`src/rtl/phrase_sequencer.sv`:
```
// Sequences a phrase of word codes into ROM-addressed clips with a silent gap between them.
// All outputs registered, ROM read costs one cycle; req_ready is low (request held off) while busy.
`timescale 1ns/1ps
module phrase_sequencer #(
  parameter int WORD_W       = 5,
  parameter int MAX_WORDS    = 8,
  parameter int GAP_CYCLES   = 2500,
  parameter int BUSY_TIMEOUT = 16
) (
  input  logic                           clk,
  input  logic                           reset,
  input  logic                           req_valid,
  output logic                           req_ready,
  input  logic [$clog2(MAX_WORDS+1)-1:0] req_count,
  input  logic [MAX_WORDS*WORD_W-1:0]    req_words,
  input  logic                           abort,
  output logic [WORD_W-1:0]              lut_addr,
  input  logic [47:0]                    lut_data,
  output logic [23:0]                    start_address,
  output logic [23:0]                    end_address,
  output logic                           play_start,
  input  logic                           play_finish,
  output logic                           busy,
  output logic                           done,
  output logic                           err
);
  localparam int CNT_W = $clog2(MAX_WORDS + 1);
  localparam int GAP_W = (GAP_CYCLES > 0) ? $clog2(GAP_CYCLES + 1) : 1;
  localparam int TMO_W = (BUSY_TIMEOUT > 1) ? $clog2(BUSY_TIMEOUT) : 1;
  localparam logic [CNT_W-1:0] MAX_CNT  = CNT_W'(MAX_WORDS);
  localparam logic [GAP_W-1:0] GAP_LAST = (GAP_CYCLES > 0) ? GAP_W'(GAP_CYCLES - 1) : '0;
  localparam logic [TMO_W-1:0] TMO_LAST = (BUSY_TIMEOUT > 0) ? TMO_W'(BUSY_TIMEOUT - 1) : '0;

  typedef enum logic [2:0] {
    S_IDLE, S_FETCH, S_LUT_WAIT, S_LAUNCH, S_WAIT_BUSY, S_WAIT_DONE, S_GAP, S_DRAIN
  } state_t;

  state_t                      state_q, state_d;
  logic [MAX_WORDS*WORD_W-1:0] words_q, words_d;
  logic [CNT_W-1:0]            cnt_q, cnt_d, idx_q, idx_d;
  logic [GAP_W-1:0]            gap_q, gap_d;
  logic [TMO_W-1:0]            tmo_q, tmo_d;
  logic                        live_q, live_d;
  logic [WORD_W-1:0]           lut_addr_q, lut_addr_d;
  logic [23:0]                 start_address_q, start_address_d;
  logic [23:0]                 end_address_q, end_address_d;
  logic                        err_q, err_d, done_q, done_d;
  logic                        play_start_q, play_start_d;
  logic                        busy_q, busy_d, req_ready_q, req_ready_d;

  logic              adv, finish_now;
  logic [CNT_W-1:0]  req_cnt_clip;
  logic [WORD_W-1:0] cur_word;
  logic [23:0]       lut_start, lut_end;

  assign req_cnt_clip = (req_count > MAX_CNT) ? MAX_CNT : req_count;
  assign cur_word     = words_q[int'(idx_q) * WORD_W +: WORD_W];
  assign lut_start    = lut_data[47:24];
  assign lut_end      = lut_data[23:0];

  always_comb begin
    state_d         = state_q;
    words_d         = words_q;
    cnt_d           = cnt_q;
    idx_d           = idx_q;
    gap_d           = gap_q;
    tmo_d           = tmo_q;
    live_d          = live_q;
    lut_addr_d      = lut_addr_q;
    start_address_d = start_address_q;
    end_address_d   = end_address_q;
    err_d           = err_q;
    done_d          = 1'b0;
    adv             = 1'b0;
    finish_now      = 1'b0;
    case (state_q)
      S_IDLE: begin
        if (req_valid && req_ready_q) begin
          words_d = req_words;
          cnt_d   = req_cnt_clip;
          idx_d   = '0;
          err_d   = 1'b0;
          if (req_cnt_clip == '0) done_d = 1'b1;
          else                    state_d = S_FETCH;
        end
      end
      S_FETCH: begin
        if (abort) finish_now = 1'b1;
        else begin
          lut_addr_d = cur_word;
          state_d    = S_LUT_WAIT;
        end
      end
      S_LUT_WAIT: begin
        if (abort) finish_now = 1'b1;
        else if (lut_end < lut_start) begin
          err_d = 1'b1;
          adv   = 1'b1;
        end else begin
          start_address_d = lut_start;
          end_address_d   = lut_end;
          state_d         = S_LAUNCH;
        end
      end
      S_LAUNCH: begin
        tmo_d   = '0;
        live_d  = 1'b0;
        state_d = abort ? S_DRAIN : S_WAIT_BUSY;
      end
      S_WAIT_BUSY: begin
        if (!play_finish) begin
          live_d  = 1'b1;
          state_d = abort ? S_DRAIN : S_WAIT_DONE;
        end else if (tmo_q == TMO_LAST) begin
          err_d = 1'b1;
          adv   = 1'b1;
        end else begin
          tmo_d = tmo_q + 1'b1;
          if (abort) state_d = S_DRAIN;
        end
      end
      S_WAIT_DONE: begin
        if (play_finish) adv = 1'b1;
        else if (abort) begin
          live_d  = 1'b1;
          state_d = S_DRAIN;
        end
      end
      S_GAP: begin
        if (abort) finish_now = 1'b1;
        else if (gap_q == GAP_LAST) state_d = S_FETCH;
        else gap_d = gap_q + 1'b1;
      end
      S_DRAIN: begin
        // live_q: the aborted clip has been seen playing, so only its end is awaited
        if (live_q) begin
          if (play_finish) finish_now = 1'b1;
        end else if (!play_finish) begin
          live_d = 1'b1;
        end else if (tmo_q == TMO_LAST) begin
          err_d      = 1'b1;
          finish_now = 1'b1;
        end else begin
          tmo_d = tmo_q + 1'b1;
        end
      end
      default: state_d = S_IDLE;
    endcase

    if (adv) begin
      idx_d = idx_q + 1'b1;
      if (((idx_q + 1'b1) == cnt_q) || abort) finish_now = 1'b1;
      else if (GAP_CYCLES == 0) state_d = S_FETCH;
      else begin
        gap_d   = '0;
        state_d = S_GAP;
      end
    end
    if (finish_now) begin
      done_d  = 1'b1;
      state_d = S_IDLE;
    end

    req_ready_d  = (state_d == S_IDLE);
    busy_d       = (state_d != S_IDLE);
    play_start_d = (state_d == S_LAUNCH);
  end

  always_ff @(posedge clk) begin
    if (reset) begin
      state_q         <= S_IDLE;
      words_q         <= '0;
      cnt_q           <= '0;
      idx_q           <= '0;
      gap_q           <= '0;
      tmo_q           <= '0;
      live_q          <= 1'b0;
      lut_addr_q      <= '0;
      start_address_q <= '0;
      end_address_q   <= '0;
      err_q           <= 1'b0;
      done_q          <= 1'b0;
      play_start_q    <= 1'b0;
      busy_q          <= 1'b0;
      req_ready_q     <= 1'b1;
    end else begin
      state_q         <= state_d;
      words_q         <= words_d;
      cnt_q           <= cnt_d;
      idx_q           <= idx_d;
      gap_q           <= gap_d;
      tmo_q           <= tmo_d;
      live_q          <= live_d;
      lut_addr_q      <= lut_addr_d;
      start_address_q <= start_address_d;
      end_address_q   <= end_address_d;
      err_q           <= err_d;
      done_q          <= done_d;
      play_start_q    <= play_start_d;
      busy_q          <= busy_d;
      req_ready_q     <= req_ready_d;
    end
  end

  assign req_ready     = req_ready_q;
  assign lut_addr      = lut_addr_q;
  assign start_address = start_address_q;
  assign end_address   = end_address_q;
  assign play_start    = play_start_q;
  assign busy          = busy_q;
  assign done          = done_q;
  assign err           = err_q;
endmodule

```
`config.mk`:
```
export PLATFORM = sky130hd
export DESIGN_NAME = phrase_sequencer
export DESIGN_NICKNAME = d
export VERILOG_FILES = /design/src/rtl/phrase_sequencer.sv
export SDC_FILE = /design/constraint.sdc
export NUM_CORES = 1
export LEC_CHECK = 0
export CAP_MARGIN = 10
export CORE_AREA = 2 2 112 114
export DETAILED_ROUTE_END_ITERATION = 12
export DIE_AREA = 0 0 114 116
export PLACE_DENSITY = 0.9
export SLEW_MARGIN = 40
export SYNTH_ARGS = -nofsm -noshare
export SYNTH_HDL_FRONTEND = slang
export SYNTH_SLANG_ARGS = --single-unit
```
`constraint.sdc`:
```
create_clock -name clk -period 2.7 [get_ports clk]
set_input_delay 0.405 -clock clk [delete_from_list [all_inputs] [get_ports clk]]
set_output_delay 0.405 -clock clk [all_outputs]
set_load 0.02 [all_outputs]
```
* Word level (Yosys, flattened, before mapping)
Cells that the tools add are included. Widths: inputs -> output; s select.
Storage, ports and cells: bits in registers 126, bits in latches 0, bits in writable memories 0, ROM bits 0, input bits 97, output and inout bits 58, logic and storage cells 119, memories 0
Cells by class: add/sub/neg operators 3, multiply operators 1, div/mod/pow operators 0, order comparisons 2, equality and inequality tests 18, shift-type cells 1, muxes and demuxes 58, bitwise operators 2, reduce and logical (&&, ||, !) cells 19
Operator list (count):
- $mux 12 | 5
- $mux 3 | 14
- $shiftx 40x8->5 | 1
- $mux 4 | 7
- $lt 24x24->1 | 1
- $mux 1 | 24
- $pmux 3 s7 | 1
- $ne 2x2->1 const B | 7
- $add 12x1->12 const B | 1
- $eq 12x12->1 const B | 1
- $eq 3x3->1 const B | 4
- $pmux 4 s3 | 1
- $eq 3x2->1 const B | 3
- $add 4x1->4 const B | 2
- $pmux 1 s4 | 2
- $reduce_and 2->1 | 4
- $reduce_bool 4->1 | 2
- $mul 4x3->7 const B | 1
- $logic_not 3->1 | 2
- $reduce_bool 3->1 | 2
- $reduce_and 5->1 | 1
- $eq 4x4->1 | 1
- $eq 4x4->1 const B | 1
- $gt 4x4->1 const B | 1
- other kinds (12) | 15

* Logic depth before layout (Yosys ltp)
word-level depth 10, depth in mapped cells 11, mapped depth without buffers 9

* Worst setup path before layout
OpenSTA, ideal clock, no wires.
kind input to register, from input port lut_data[45], to register gap_q[0], setup time 0.117 ns, arrival 2.102 ns, required time 2.583 ns, path slack 0.481 ns, stages on the path 10, buffers on the path 1, path through inv_1 ha_1 a211oi_1 o22ai_1 a211oi_1 nand2_1 o31a_1 o21bai_1 buf_2 nor2_1
On the way: longest elaborated chain between the ends 5
Ends and longest elaborated chain:
- from (decl) | RTL line 18 | input logic [47:0] lut_data,
- $lt 24x24->1 | RTL line 96 | else if (lut_end < lut_start) begin
- $mux 1 | RTL line 96
- $mux 1 | RTL line 95 | if (abort) finish_now = 1'b1;
- $pmux 1 s3 | RTL line 76 | case (state_q)
- $mux 12 | RTL line 150 | if (adv) begin
- to (signal assigned) | RTL line 191 | gap_q <= gap_d;
- to (decl) | RTL line 41 | logic [GAP_W-1:0] gap_q, gap_d;
Every way passes these cells. A chain may end at the register's enable or synchronous reset.

* Worst setup path after layout
from input port lut_data[39], to register gap_q[7]
Same word-level chain as after synthesis.

==> metrics.txt <==
outcome complete, no violations; drt pass-1 iters 5; Hold Crit Class in2reg; CP max stage delay 0.49 ns; worst relative slew slack 61.34%; EDFF count, synth 0; vias in the first global route 5232; synth warn 0; Req. time, crit path 3.00 ns; Setup Viol. Count Final 0; Critical Path Slowest Stage Cell clkdlybuf4s50_1; Rows 40; Hold Violations, Final 0; CTS tree done; CTS root buf clkbuf_16; Peak VDD IR 0.4190 mV; clock power share 41.0%; GP Congestion 0.8818; cells along the critical path clkdlybuf4s50_1 -> inv_1 -> ha_1 -> nand4_1 -> buf_4 -> nor4_1 -> a21oi_1 -> nand2_1 -> o31a_1 -> buf_4 -> buf_4 -> o21bai_2 -> buf_4 -> nor2_1; core area 0.01191 mm^2; Top Ports 155; crit-path most repeated cell buf_4; combinational share of power 22.8%; nets 941; part of the power in registers 36.2%; dpl hpwl 10940 um; Sw Pwr 1.788 mW; Max-Cap Viols 0; LEAKAGE 3.648 nW; DR DRC count 0; Register Area 0.002522 mm^2; Crit Path Category in2reg; Skew-Pair Late Insertion Delay between 0.4 and 0.5 ns; initial antenna violation count 0; final worst-path cycle share 98.28%; TNS Setup 0 ns; first-pass GRT wire length about 25000 um; internal power 4.385 mW; Worst EP arrival roughly 3.0 ns; skew final 0.005425 ns; Final Util 69.96%; mean post-synth cell area 8.854 um^2; Synth area leader dfxtp_1; Seq/Total Area, Yosys 43.63%; multi-input logic area 0.003053 mm^2; most frequent cell after synthesis dfxtp_1; initial core utilization approximately half; Port Buffers between 150 and 200; vias after detailed routing 5275; die footprint approximately 0.013 mm^2; worst-margin pin slew roughly 0.57 ns; clk slew on worst S/H paths ~0.060 ns; crit-path max FO 6; CTS Buffer Depth 2; minimum clock period 2.653 ns; clk sinks 126; pwr dens between 700 and 800 mW/mm^2; Fmax about 380 MHz; Synth top cells by count dfxtp_1 (126), nand2_1 (106), nor2_1 (82); delay-heaviest family, CP buffers and inverters; Initial DRC Count 408; layout cells sized above 1 10.95%; number of fill cells 794; H-tree Lvls 4; Synth area leaders dfxtp_1 (44%), mux2i_1 (8.7%), nand2_1 (6.9%); crit path launch type input port; dpl cell area 0.007581 mm^2; cts bufs inserted 17; GRT Residual Overflow 0; Post-Syn Area a little under 0.006 mm^2; gr usage total 23.80%; net count after synthesis between 700 and 800; final WL 15980 um; Hold Buf Count CTS 0; vias per inst 5.394; setup ws final 0.04655 ns; Die W around 110 um; share of the synthesized area in the top cell type 43.63%; CP Capture Type flip-flop; pin count of the biggest net entering global routing 50; ys async rst share 0%; DR WL/cell 16.34 um; post-detailed-route count of antenna-violating nets 0; fin. max-slew vios 0; sum of buffers and inverters on the critical path 6; pre-CTS setup slack -0.3290 ns; synth unique cells 54; flops & latches, synth 126; Synth Flop Type dfxtp_1; Net Sw Frac 28.96%; Syn Inst Count approximately 650; Finished Cell Area 0.008333 mm^2; layout overhead on the synthesized area 44.12%; die height 116 um; Diodes inserted 0
[worst reg2reg max path, stage by stage (launching register included)]
cell and delay, ns:
dfxtp_1 0.62, nand2_1 0.17, nor2_1 0.19, o21ai_0 0.20, o31a_1 0.22, buf_4 0.16, buf_4 0.12, o21bai_2 0.17
buf_4 0.18, nor2_1 0.06
[stage by stage]
stage | hold WS (ns) | total power, mW | std cells
2_1_floorplan | 0.4331 | 3.122 | 653
3_3_place_gp | 0.4396 | 3.583 | 942
3_5_place_dp | 0.4466 | 3.635 | 942
4_1_cts | 0.4492 | 6.158 | 974
5_1_grt | 0.3272 | 6.442 | 978
6_report | 0.3097 | 6.173 | 978
[cell type report]
class / count / area share, %
clock buffer: 19 / 5.315
timing repair buffer: 184 / 21.82
clock inverter: 13 / 2.538
sequential: 126 / 30.27
tap: 147 / 2.207
multi-input combinational: 462 / 36.64
inverter: 27 / 1.216
[power groups by stage]
| stage | clock [mW] | sequential [mW] | combinational (mW) |
|---|---|---|---|
| after floorplan | 0 | 2.26 | 0.867 |
| after global placement | 0 | 2.25 | 1.33 |
| after detailed placement | 0 | 2.27 | 1.37 |
| after CTS | 2.54 | 2.23 | 1.39 |
| after global routing | 2.63 | 2.26 | 1.55 |
| final | 2.53 | 2.23 | 1.41 |
[metal layers]
layer | wire (um) | GRT usage [%] | vias up | share of wire [%]
met4 | 340 | 9.675 | 0 | 2.1
met3 | 808 | 5.230 | 31 | 5.1
met5 | 0 | 0 | - | 0
met1 | 6462 | 28.00 | 2480 | 40
met2 | 8367 | 42.26 | 189 | 52
li1 | - | - | 2575 | -
[placed cells by master (no fill, tap or decap), types with 2 or more instances in the layout]
master / Yosys / final
mux4_2: 10 / 10
nor2b_1: 3 / 3
nand2_1: 106 / 106
nor3b_1: 2 / 2
ha_4: 0 / 2
dlymetal6s2s_1: 0 / 5
a211oi_2: 1 / 3
nor2_1: 82 / 81
nor3_2: 0 / 2
or3_1: 2 / 2
nand3b_1: 4 / 4
o211ai_1: 2 / 2
nand3_1: 14 / 14
nand2b_1: 2 / 2
clkdlybuf4s50_1: 0 / 148
inv_6: 0 / 2
clkbuf_16: 0 / 17
a22oi_1: 5 / 5
xor2_1: 13 / 13
ha_1: 26 / 24
nand4_1: 7 / 7
bufinv_16: 0 / 5
dfxtp_1: 126 / 126
nor4_1: 4 / 4
a21oi_1: 58 / 58
nor3_1: 9 / 7
clkinv_2: 0 / 2
clkinv_4: 0 / 3
mux2i_1: 50 / 50
inv_1: 27 / 27
mux2_2: 5 / 5
buf_4: 2 / 27
buf_12: 0 / 3
o21a_1: 2 / 2
or3b_1: 2 / 2
and3_1: 4 / 4
o21ai_0: 11 / 10
xnor2_1: 8 / 8
a31oi_1: 6 / 6
[path summary, 6_finish.rpt]
kind | startpoint | to | slack, ns | cells past startpoint
worst min-delay path | lut_data[46] | start_address[22]$_SDFFE_PP0P_ | 0.31 | 3
worst min register to register | words_q[16]$_SDFFE_PP0P_ | words_q[16]$_SDFFE_PP0P_ | 0.45 | 2
worst max register to register | state_q[2]$_SDFF_PP0_ | gap_q[7]$_SDFF_PP0_ | 0.47 | 9
worst max-delay path | lut_data[39] | gap_q[7]$_SDFF_PP0_ | 0.05 | 14
[sequential cells by signal (all words and copies together), names as in the netlist, 3 cells and up]
name           cells
idx_q              4
words_q           40
cnt_q              4
state_q            3
gap_q             12
lut_addr           5
end_address       24
start_address     24
tmo_q              4
[cells by family after synthesis]
| group | count (synthesis) | share of synthesized area [%] |
|---|---|---|
| compound gates | 98 | 9.976 |
| xor+xnor | 21 | 3.181 |
| fa+ha+maj | 26 | 5.626 |
| buf+inv | 65 | 4.739 |
| flops | 126 | 43.63 |
| mux | 65 | 13.53 |
| simple gates | 252 | 19.32 |
[repair_timing]
item                                    in CTS  in global routing
gates resized for setup                      0                 18
endpoints found under the setup margin       0                 54
setup buffers                                0                  3
Note: power is estimated with default switching activity, not from simulation.
